--- src/rtl/booth4_ctrl.sv ---
// Control sequencer for a radix-4 Booth multiplier datapath.
// It drives the load, recode/add, shift-by-2 and unload strobes c0..c7 for WIDTH/2 iterations.
module booth4_ctrl #(
    parameter  int WIDTH = 8,
    localparam int ITER  = WIDTH / 2,
    localparam int CNT_W = $clog2(ITER) + 1
) (
    input  logic       clk,
    input  logic       reset,
    input  logic       start,
    input  logic [2:0] q_bits,
    output logic       c0,
    output logic       c1,
    output logic       c2,
    output logic       c3,
    output logic       c4,
    output logic       sel_2m,
    output logic       c5,
    output logic       c6,
    output logic       c7,
    output logic       busy,
    output logic       done
);

    typedef enum logic [3:0] {
        IDLE,
        LOAD_Q,
        LOAD_M,
        DECODE,
        ADD,
        SHIFT,
        OUT_A,
        OUT_Q,
        DONE
    } state_t;

    typedef struct packed {
        logic nz;
        logic sub;
        logic two;
    } op_t;

    localparam logic [CNT_W-1:0] LAST = CNT_W'(ITER - 1);

    state_t           state;
    state_t           state_nx;
    logic [CNT_W-1:0] cnt;
    logic [CNT_W-1:0] cnt_nx;
    op_t              op;
    op_t              op_nx;

    // Booth digit for {q[1],q[0],q[-1]}: nz marks a nonzero digit, sub a negative one, two a magnitude of 2.
    function automatic op_t recode(input logic [2:0] qb);
        op_t r;
        r = '0;
        case (qb)
            3'b001, 3'b010: r.nz = 1'b1;
            3'b011: begin
                r.nz  = 1'b1;
                r.two = 1'b1;
            end
            3'b100: begin
                r.nz  = 1'b1;
                r.sub = 1'b1;
                r.two = 1'b1;
            end
            3'b101, 3'b110: begin
                r.nz  = 1'b1;
                r.sub = 1'b1;
            end
            default: r = '0;
        endcase
        return r;
    endfunction

    always_ff @(posedge clk or posedge reset) begin
        if (reset) begin
            state <= IDLE;
            cnt   <= '0;
            op    <= '0;
        end else begin
            state <= state_nx;
            cnt   <= cnt_nx;
            op    <= op_nx;
        end
    end

    // Strobes depend only on state and op, so they are stable for the whole cycle.
    always_comb begin
        state_nx = state;
        cnt_nx   = cnt;
        op_nx    = op;
        c0       = 1'b0;
        c1       = 1'b0;
        c2       = 1'b0;
        c3       = 1'b0;
        c4       = 1'b0;
        sel_2m   = 1'b0;
        c5       = 1'b0;
        c6       = 1'b0;
        c7       = 1'b0;
        busy     = 1'b0;
        done     = 1'b0;
        case (state)
            IDLE: begin
                if (start) state_nx = LOAD_Q;
            end
            LOAD_Q: begin
                c0       = 1'b1;
                c1       = 1'b1;
                busy     = 1'b1;
                cnt_nx   = '0;
                state_nx = LOAD_M;
            end
            LOAD_M: begin
                c2       = 1'b1;
                busy     = 1'b1;
                state_nx = DECODE;
            end
            DECODE: begin
                busy     = 1'b1;
                op_nx    = recode(q_bits);
                state_nx = op_nx.nz ? ADD : SHIFT;
            end
            ADD: begin
                c3       = 1'b1;
                c4       = op.sub;
                sel_2m   = op.two;
                busy     = 1'b1;
                state_nx = SHIFT;
            end
            SHIFT: begin
                c5       = 1'b1;
                busy     = 1'b1;
                cnt_nx   = cnt + CNT_W'(1);
                state_nx = (cnt == LAST) ? OUT_A : DECODE;
            end
            OUT_A: begin
                c6       = 1'b1;
                busy     = 1'b1;
                state_nx = OUT_Q;
            end
            OUT_Q: begin
                c7       = 1'b1;
                busy     = 1'b1;
                state_nx = DONE;
            end
            DONE: begin
                done     = 1'b1;
                busy     = 1'b1;
                state_nx = IDLE;
            end
            default: state_nx = IDLE;
        endcase
    end

endmodule

--- config.mk ---
export PLATFORM = sky130hd
export DESIGN_NAME = booth4_ctrl
export DESIGN_NICKNAME = d
export VERILOG_FILES = /design/src/rtl/booth4_ctrl.sv
export SDC_FILE = /design/constraint.sdc
export NUM_CORES = 1
export LEC_CHECK = 0
export CORE_AREA = 5 5 42 44
export CTS_CLUSTER_DIAMETER = 30
export DETAILED_ROUTE_END_ITERATION = 16
export DIE_AREA = 0 0 47 49
export GPL_TIMING_DRIVEN = 0
export PLACE_DENSITY = 0.84
export SLEW_MARGIN = 10
export SYNTH_ARGS = -nofsm -noshare
export SYNTH_HDL_FRONTEND = slang
export SYNTH_SLANG_ARGS = --single-unit
export TNS_END_PERCENT = 20
--- constraint.sdc ---
create_clock -name clk -period 4.75 [get_ports clk]
set_clock_uncertainty 0.2 [all_clocks]
set_input_delay 1.1875 -clock clk [delete_from_list [all_inputs] [get_ports clk]]
set_output_delay 1.1875 -clock clk [all_outputs]
set_load 0.03 [all_outputs]
# After elaboration in Yosys (flattened, before gate mapping)
# Cells that the tools add are included.
[word_totals]
out_inout_bits = 11
reg_bits = 9
wordCells = 46
[classes]
eq_ne = 16
n_reduce_logical = 6
n_mux = 19
n_addsub = 1
[op_table]
columns = ["operator", "count"]
rows = [
  ["$pmux W4 S8", 1],
  ["$eq A4 B3 Y1 const B", 4],
  ["$mux W1", 15],
  ["$eq A3 B2 Y1 const B", 3],
  ["$eq A3 B3 Y1 const B", 3],
  ["$eq A4 B2 Y1 const B", 2],
  ["$reduce_or A8 Y1", 1],
  ["$pmux W3 S2", 1],
  ["$reduce_or A6 Y1", 1],
  ["$eq A4 B1 Y1 const B", 1],
  ["$eq A4 B4 Y1 const B", 1],
  ["$logic_not A4 Y1", 1],
  ["$mux W4", 1],
  ["$add A3 B1 Y3 const B", 1],
  ["$eq A3 B1 Y1 const B", 1],
  ["$mux W3", 1],
  ["$reduce_or A3 Y1", 1],
  ["$ne A2 B2 Y1 const B", 1],
  ["$reduce_bool A2 Y1", 1],
  ["$reduce_or A2 Y1", 1],
]

# Logic depth before layout (Yosys ltp)
# Gate-level depths: netlist of the first run.
[depth]
ltp_word = 6
mapped_depth = 5
depth_no_buf = 5

# Worst setup path after synthesis of the first run
# No wires, ideal clock.
[synth_path]
kind = "register to output"
startpoint = "register state[0]"
endpoint = "output c4"
required_ns = 3.363
stages_incl_launch_ff = 5
n_path_buf = 1
slack_ns = 1.589
arrival_time_ns = 1.774
cell_sequence = "dfrtp_1 > buf_4 > nand2b_1 > nor3_1 > and2_1"
[synth_between]
elab_chain_len = 2
[synth_rtl]
columns = ["item", "line", "text"]
rows = [
  ["from (decl)", "45", "state_t state;"],
  ["from (signal assigned)", "82", "state <= state_nx;"],
  ["$eq A4 B3 Y1", "104", "case (state)"],
  ["$mux W1", "104", ""],
  ["to (decl)", "16", "output logic c4,"],
]
# Every way passes these cells.

# Final worst setup path of the first run
[layout_path]
startpoint = "register state[3]"
endpoint = "output c1"
[layout_between]
elab_chain_len = 2
[layout_rtl]
columns = ["item", "line", "text"]
rows = [
  ["$eq A4 B1 Y1", "104", ""],
  ["$mux W1", "104", ""],
  ["to (decl)", "13", "output logic c1,"],
]
# Every way passes these cells.

==> flow_metrics.env, run 1 <==
export IMPL_power_internal_w=0.0002881
export IMPL_gp_congestion=0.7524
export IMPL_grt_max_degree=11
export IMPL_clk_latency_ns=0.26
export IMPL_grt_remaining_overflow=0
export IMPL_setup_ws_ns=1.179
export IMPL_fin_crit_sh=0.7519
export IMPL_final_nets=93
export IMPL_dieWidth_um=47
export IMPL_yosys_most_used_dff="dfrtp_1"
export IMPL_power_frac_clock=0.116
export IMPL_min_from="cnt[2]"
export IMPL_antenna_left=0
export IMPL_via_per_inst=4.980
export IMPL_hold_viol_final=0
export IMPL_p_switching_w=0.0002155
export IMPL_async_reset_ff_frac=1.000
export IMPL_cts_hold_buf=0
export IMPL_syn_area_per_cell_um2=8.973
export IMPL_antenna_found_initial=0
export IMPL_outcome="finished clean"
export IMPL_placeableCoreArea_mm2=0.001401
export IMPL_cts_setup_buffers=0
export IMPL_cts_tree="built"
export IMPL_cp_end_kind="primary output"
export IMPL_p_seq_frac=0.238
export IMPL_hold_class="flip-flop to flip-flop"
export IMPL_cts_root_buffer_cell="clkbuf_4"
export IMPL_worstPathArrival_ns=2.18
export IMPL_ys_ff_latch=9
export IMPL_synth_cells=64
export IMPL_switching_share=0.4279
export IMPL_h_tree_depth=1
export IMPL_cts_resized_gates=0
export IMPL_synth_distinct_cells=29
export IMPL_syn_area_um2=574.3
export IMPL_cts_sinks=9
export IMPL_ir_worst_vdd_v=0.0002922
export IMPL_clkTransAtPathRegs_ns=0.06
export IMPL_worst_pin_slew_ns=0.3344
export IMPL_die_h_um=49
export IMPL_area_growth_pct=35.95
export IMPL_seq_area_um2=225.2
export IMPL_syn_num_nets=72
export IMPL_ys_seq_area_frac=0.3922
export IMPL_hpwl_um=823.6
export IMPL_p_per_area_mw_per_mm2=645.0
export IMPL_vias=498
export IMPL_die_area_mm2=0.002303
export IMPL_ioPinCount=17
export IMPL_wl_per_cell_um=10.59
export IMPL_leakage_nw=0.3397
export IMPL_clk_path_buf_depth=2
export IMPL_grt_setup_unrepaired="false"
export IMPL_comb_power_share=0.646
export IMPL_drc_errors=0
export IMPL_tns_ns=0
export IMPL_crit_path_start="state[3]"
export IMPL_grt_pass1_vias=480
export IMPL_drv_cap=0
export IMPL_fmax_mhz=280.0
export IMPL_min_period_ns=3.571
export IMPL_multiInputGateArea_um2=280.3
export IMPL_startpoint_type="flip-flop"
export IMPL_num_rows=14
export IMPL_critPathMaxFanout=9
export IMPL_wirelength_um=1059
export IMPL_dr_first_iter_drc_count=7
export IMPL_fill_cells=133
export IMPL_port_buffers=16
export IMPL_initial_core_util=0.4098
export IMPL_critPathKind="flip-flop to primary output"
export IMPL_slew_headroom=0.7768
export IMPL_diodes=0
export IMPL_worst_r2r_startpoint="cnt[0]"
export IMPL_grt_use_total=0.1123
export IMPL_place_ws_ns=1.432
export IMPL_yosys_warnings=0
export IMPL_drv_slew=0
export IMPL_drive_gt1_frac=0.1667
export IMPL_cts_buffers=3
export IMPL_setup_viol=0
export IMPL_synth_edf_count=0
export IMPL_crit_required_ns=3.36
export IMPL_grt_first_pass_wirelength_um=1876
export IMPL_firstDrtPassIters=4
[Yosys cell counts, types with 2 or more instances]
| library cell | n | area [um2] |
|---|---|---|
| and2_1 | 3 | 18.77 |
| buf_4 | 3 | 22.52 |
| buf_6 | 2 | 22.52 |
| dfrtp_1 | 9 | 225.2 |
| ha_1 | 2 | 25.02 |
| inv_1 | 4 | 15.01 |
| nand2_1 | 5 | 18.77 |
| nand3_1 | 2 | 10.01 |
| nor2_1 | 5 | 18.77 |
| nor3_1 | 6 | 30.03 |
| o21ai_0 | 4 | 20.02 |
| xnor2_1 | 2 | 17.52 |
[placed cells by master, fill, tap and decap left out, types with 3 or more instances in the layout]
cell,count
nand2_1,5
inv_1,4
o21ai_0,4
clkdlybuf4s50_1,16
clkbuf_4,3
dfrtp_1,9
buf_4,3
and2_1,3
nor3_1,6
nor2_1,5
[cell families (layout without fill, tap and decap cells)]
| logic type | after synthesis | after routing | synth area share |
|---|---|---|---|
| flops | 9 | 9 | 0.3922 |
| buf+inv | 11 | 31 | 0.1198 |
| mux | 1 | 1 | 0.02614 |
| fa+ha+maj | 2 | 2 | 0.04357 |
| simple gates | 31 | 31 | 0.3051 |
| compound gates | 8 | 8 | 0.08280 |
| xor+xnor | 2 | 2 | 0.03051 |
[critical path, stage by stage (launching register included)]
cell and delay, ns:
dfrtp_1 0.36, buf_2 0.17, or3b_1 0.37, buf_6 0.15
nor2_1 0.11, buf_4 0.12, clkdlybuf4s50_1 0.65
[path summary, 6_finish.rpt]
kind	cells past startpoint	slack, ns	to
min in group asynchronous	2	0.98	cnt[0]
max in group asynchronous	2	3.12	op[1]
max reg2reg	4	3.10	state[0]
min reg2reg	2	0.28	cnt[2]
min	2	0.28	cnt[2]
max	6	1.18	c1
[power groups by stage]
| stage | registers (W) | clock network (W) | logic [W] |
|---|---|---|---|
| after floorplan | 0.000119 | 0 | 0.000239 |
| after global placement | 0.000120 | 0 | 0.000322 |
| after detailed placement | 0.000122 | 0 | 0.000326 |
| after CTS | 0.000120 | 0.0000609 | 0.000328 |
| after global routing | 0.000124 | 0.0000672 | 0.000358 |
| final | 0.000120 | 0.0000584 | 0.000325 |
[final cells by class]
cell class | count | share of cell area
Clock buffer | 4 | 0.03365
Sequential cell | 9 | 0.2885
Tap cell | 16 | 0.02564
Inverter | 5 | 0.02404
Multi-Input combinational cell | 44 | 0.3590
Timing Repair Buffer | 16 | 0.2051
Buffer | 6 | 0.06410
[sequential cells by signal, summed over array words and instances (netlist names)]
| name | count |
|---|---|
| state | 4 |
| op | 2 |
| cnt | 3 |
[metrics by stage]
step | utilization | instances | hold WS, ns | cell area (um2) | power [W]
2_1_floorplan | - | 64 | 0.2473 | 574.3 | 0.0003578
3_3_place_gp | 0.5384 | 96 | 0.2596 | 754.5 | 0.0004421
3_5_place_dp | 0.5384 | 96 | 0.2813 | 754.5 | 0.0004479
4_1_cts | 0.5571 | 100 | 0.2951 | 780.7 | 0.0005090
5_1_grt | 0.5571 | 100 | 0.3139 | 780.7 | 0.0005491
6_report | 0.5571 | 100 | 0.2833 | 780.7 | 0.0005036
[per-layer routing]
metal | global-route usage | wire length [um] | vias to the layer above
li1 | - | - | 257
met4 | 0.06912 | 23 | 0
met2 | 0.1787 | 516 | 16
met1 | 0.1244 | 448 | 221
met3 | 0.03321 | 70 | 4
met5 | 0 | 0 | -
No activity file was read; power rests on OpenSTA's default activity.
==> inputs of run 2 (changes only) <==
- CORE_AREA: 5 5 42 44 -> default
- CORE_MARGIN: default -> 5
- CORE_UTILIZATION: default -> 44
- DIE_AREA: 0 0 47 49 -> default
- PLACE_DENSITY: 0.84 -> 0.85
- clock period: 4.75 -> 3.41 ns (I/O delays scaled with it)
==> run 2 against run 1 <==
Net effect:
- clock power increased by 41%
- wire length up 6.4%
- combinational power up 41%
- die area down 7.6%
- core utilization up 5.7 points
- register-to-register slack lost 1.4 ns
- sequential share of layout area is essentially flat
- critical path depth is the same
- hold slack improved by 0.0087 ns
- critical endpoint unchanged
- highest routed layer unchanged
==> flow_metrics.env, run 2 (same netlist as run 1, synthesis figures left out) <==
export IMPL_ioPinCount=17
export IMPL_fill_cells=113
export IMPL_dr_first_iter_drc_count=6
export IMPL_path_cells="buf_2 -> or3b_1 -> buf_6 -> nor2_1 -> buf_4 -> clkdlybuf4s50_1"
export IMPL_h_tree_depth=1
export IMPL_clk_path_buf_depth=2
export IMPL_die_area_mm2=0.002128
export IMPL_port_buffers=16
export IMPL_antenna_found_initial=0
export IMPL_min_period_ns=3.236
export IMPL_placeableCoreArea_mm2=0.001269
export IMPL_slew_headroom=0.7610
export IMPL_drive_gt1_frac=0.1667
export IMPL_drv_cap=0
export IMPL_setup_ws_ns=0.1739
export IMPL_final_cell_mix="clkdlybuf4s50_1, dfrtp_1, nor3_1"
export IMPL_critPathKind="flip-flop to primary output"
export IMPL_initial_core_util=0.4527
export IMPL_seq_area_um2=225.2
export IMPL_top_register="state"
export IMPL_cts_buffers=3
export IMPL_tns_ns=0
export IMPL_max_stage_delay_ns=0.65
export IMPL_worst_pin_slew_ns=0.3581
export IMPL_wl_per_cell_um=11.38
export IMPL_grt_first_pass_wirelength_um=1738
export IMPL_cts_root_buffer_cell="clkbuf_4"
export IMPL_cts_resized_gates=0
export IMPL_grt_max_degree=11
export IMPL_area_growth_pct=35.73
export IMPL_startpoint_type="flip-flop"
export IMPL_drc_errors=0
export IMPL_num_rows=13
export IMPL_gp_congestion=0.7435
export IMPL_cts_sinks=9
export IMPL_fin_crit_sh=0.9490
export IMPL_clk_latency_ns=0.26
export IMPL_fin_cells=99
export IMPL_multiInputGateArea_um2=280.3
export IMPL_grt_remaining_overflow=0
export IMPL_drv_slew=0
export IMPL_worst_hold_slack_ns=0.2919
export IMPL_final_common_cell="clkdlybuf4s50_1"
export IMPL_p_per_area_mw_per_mm2=909.0
export IMPL_cts_setup_buffers=0
export IMPL_reg_largest_list="state x4, cnt x3, op x2"
export IMPL_vias=500
export IMPL_hold_class="flip-flop to flip-flop"
export IMPL_fmax_mhz=309.0
export IMPL_dieWidth_um=46.13
export IMPL_hpwl_um=858.9
export IMPL_hold_viol_final=0
export IMPL_final_nets=93
export IMPL_place_ws_ns=0.4449
export IMPL_worstPathArrival_ns=2.18
export IMPL_antenna_left=0
export IMPL_wirelength_um=1127
export IMPL_cts_tree="built"
export IMPL_outcome="finished clean"
export IMPL_largest_reg_flops=4
export IMPL_dp_cells=95
export IMPL_critPathMaxFanout=9
export IMPL_die_h_um=46.13
export IMPL_via_per_inst=5.051
export IMPL_grt_pass1_vias=436
export IMPL_setup_viol=0
export IMPL_critical_path_slowest_cell="clkdlybuf4s50_1"
export IMPL_leakage_nw=0.3397
export IMPL_cts_hold_buf=0
export IMPL_grt_setup_unrepaired="false"
export IMPL_clkTransAtPathRegs_ns=0.06
export IMPL_ir_worst_vdd_v=0.0004224
export IMPL_crit_required_ns=2.36
export IMPL_grt_use_total=0.1180
export IMPL_cp_end_kind="primary output"
export IMPL_diodes=0
export IMPL_firstDrtPassIters=4
-- run 2: final timing paths --
path	slack (ns)	to	cells after the start	start
worst max-delay path	0.17	c1	6	state[3]
max in group asynchronous	2.09	op[1]	2	reset
worst min register to register	0.29	cnt[2]	2	cnt[2]
min in group asynchronous	0.66	state[2]	2	reset
worst min-delay path	0.29	cnt[2]	2	cnt[2]
worst max register to register	1.71	state[0]	4	cnt[0]
-- run 2: cell type report --
| type | instances | area share |
|---|---|---|
| inverter | 5 | 0.02408 |
| sequential | 9 | 0.2889 |
| tap | 15 | 0.02408 |
| multi-input combinational | 44 | 0.3596 |
| clock buffer | 4 | 0.03371 |
| buffer | 6 | 0.06421 |
| timing repair buffer | 16 | 0.2055 |
-- run 2: critical path: cells and delay by family (launching register included) --
kind	cells	cell delay, ns
flops	1	0.36
simple gates	2	0.49
buf+inv	4	1.09
-- run 2: power by group --
part | internal, W | switching, W
clock network | 0.0000450 | 0.0000371
logic | 0.000207 | 0.000252
registers | 0.000151 | 0.0000175
-- run 2: through the flow --
stage,util,total power (W),cell area (um2)
global placement,0.5937,0.0006171,753.2
CTS,0.6144,0.0007124,779.5
detailed placement,0.5937,0.0006276,753.2
finish,0.6144,0.0007085,779.5
global route,0.6144,0.0007537,779.5
floorplan,-,0.0004984,574.3
-- run 2: layer usage --
layer | global-route usage | wire (um) | vias to the layer above
li1 | - | - | 254
met1 | 0.1325 | 486 | 232
met2 | 0.2033 | 565 | 12
met3 | 0.01172 | 53 | 2
met4 | 0.08523 | 22 | 0
met5 | 0 | 0 | -
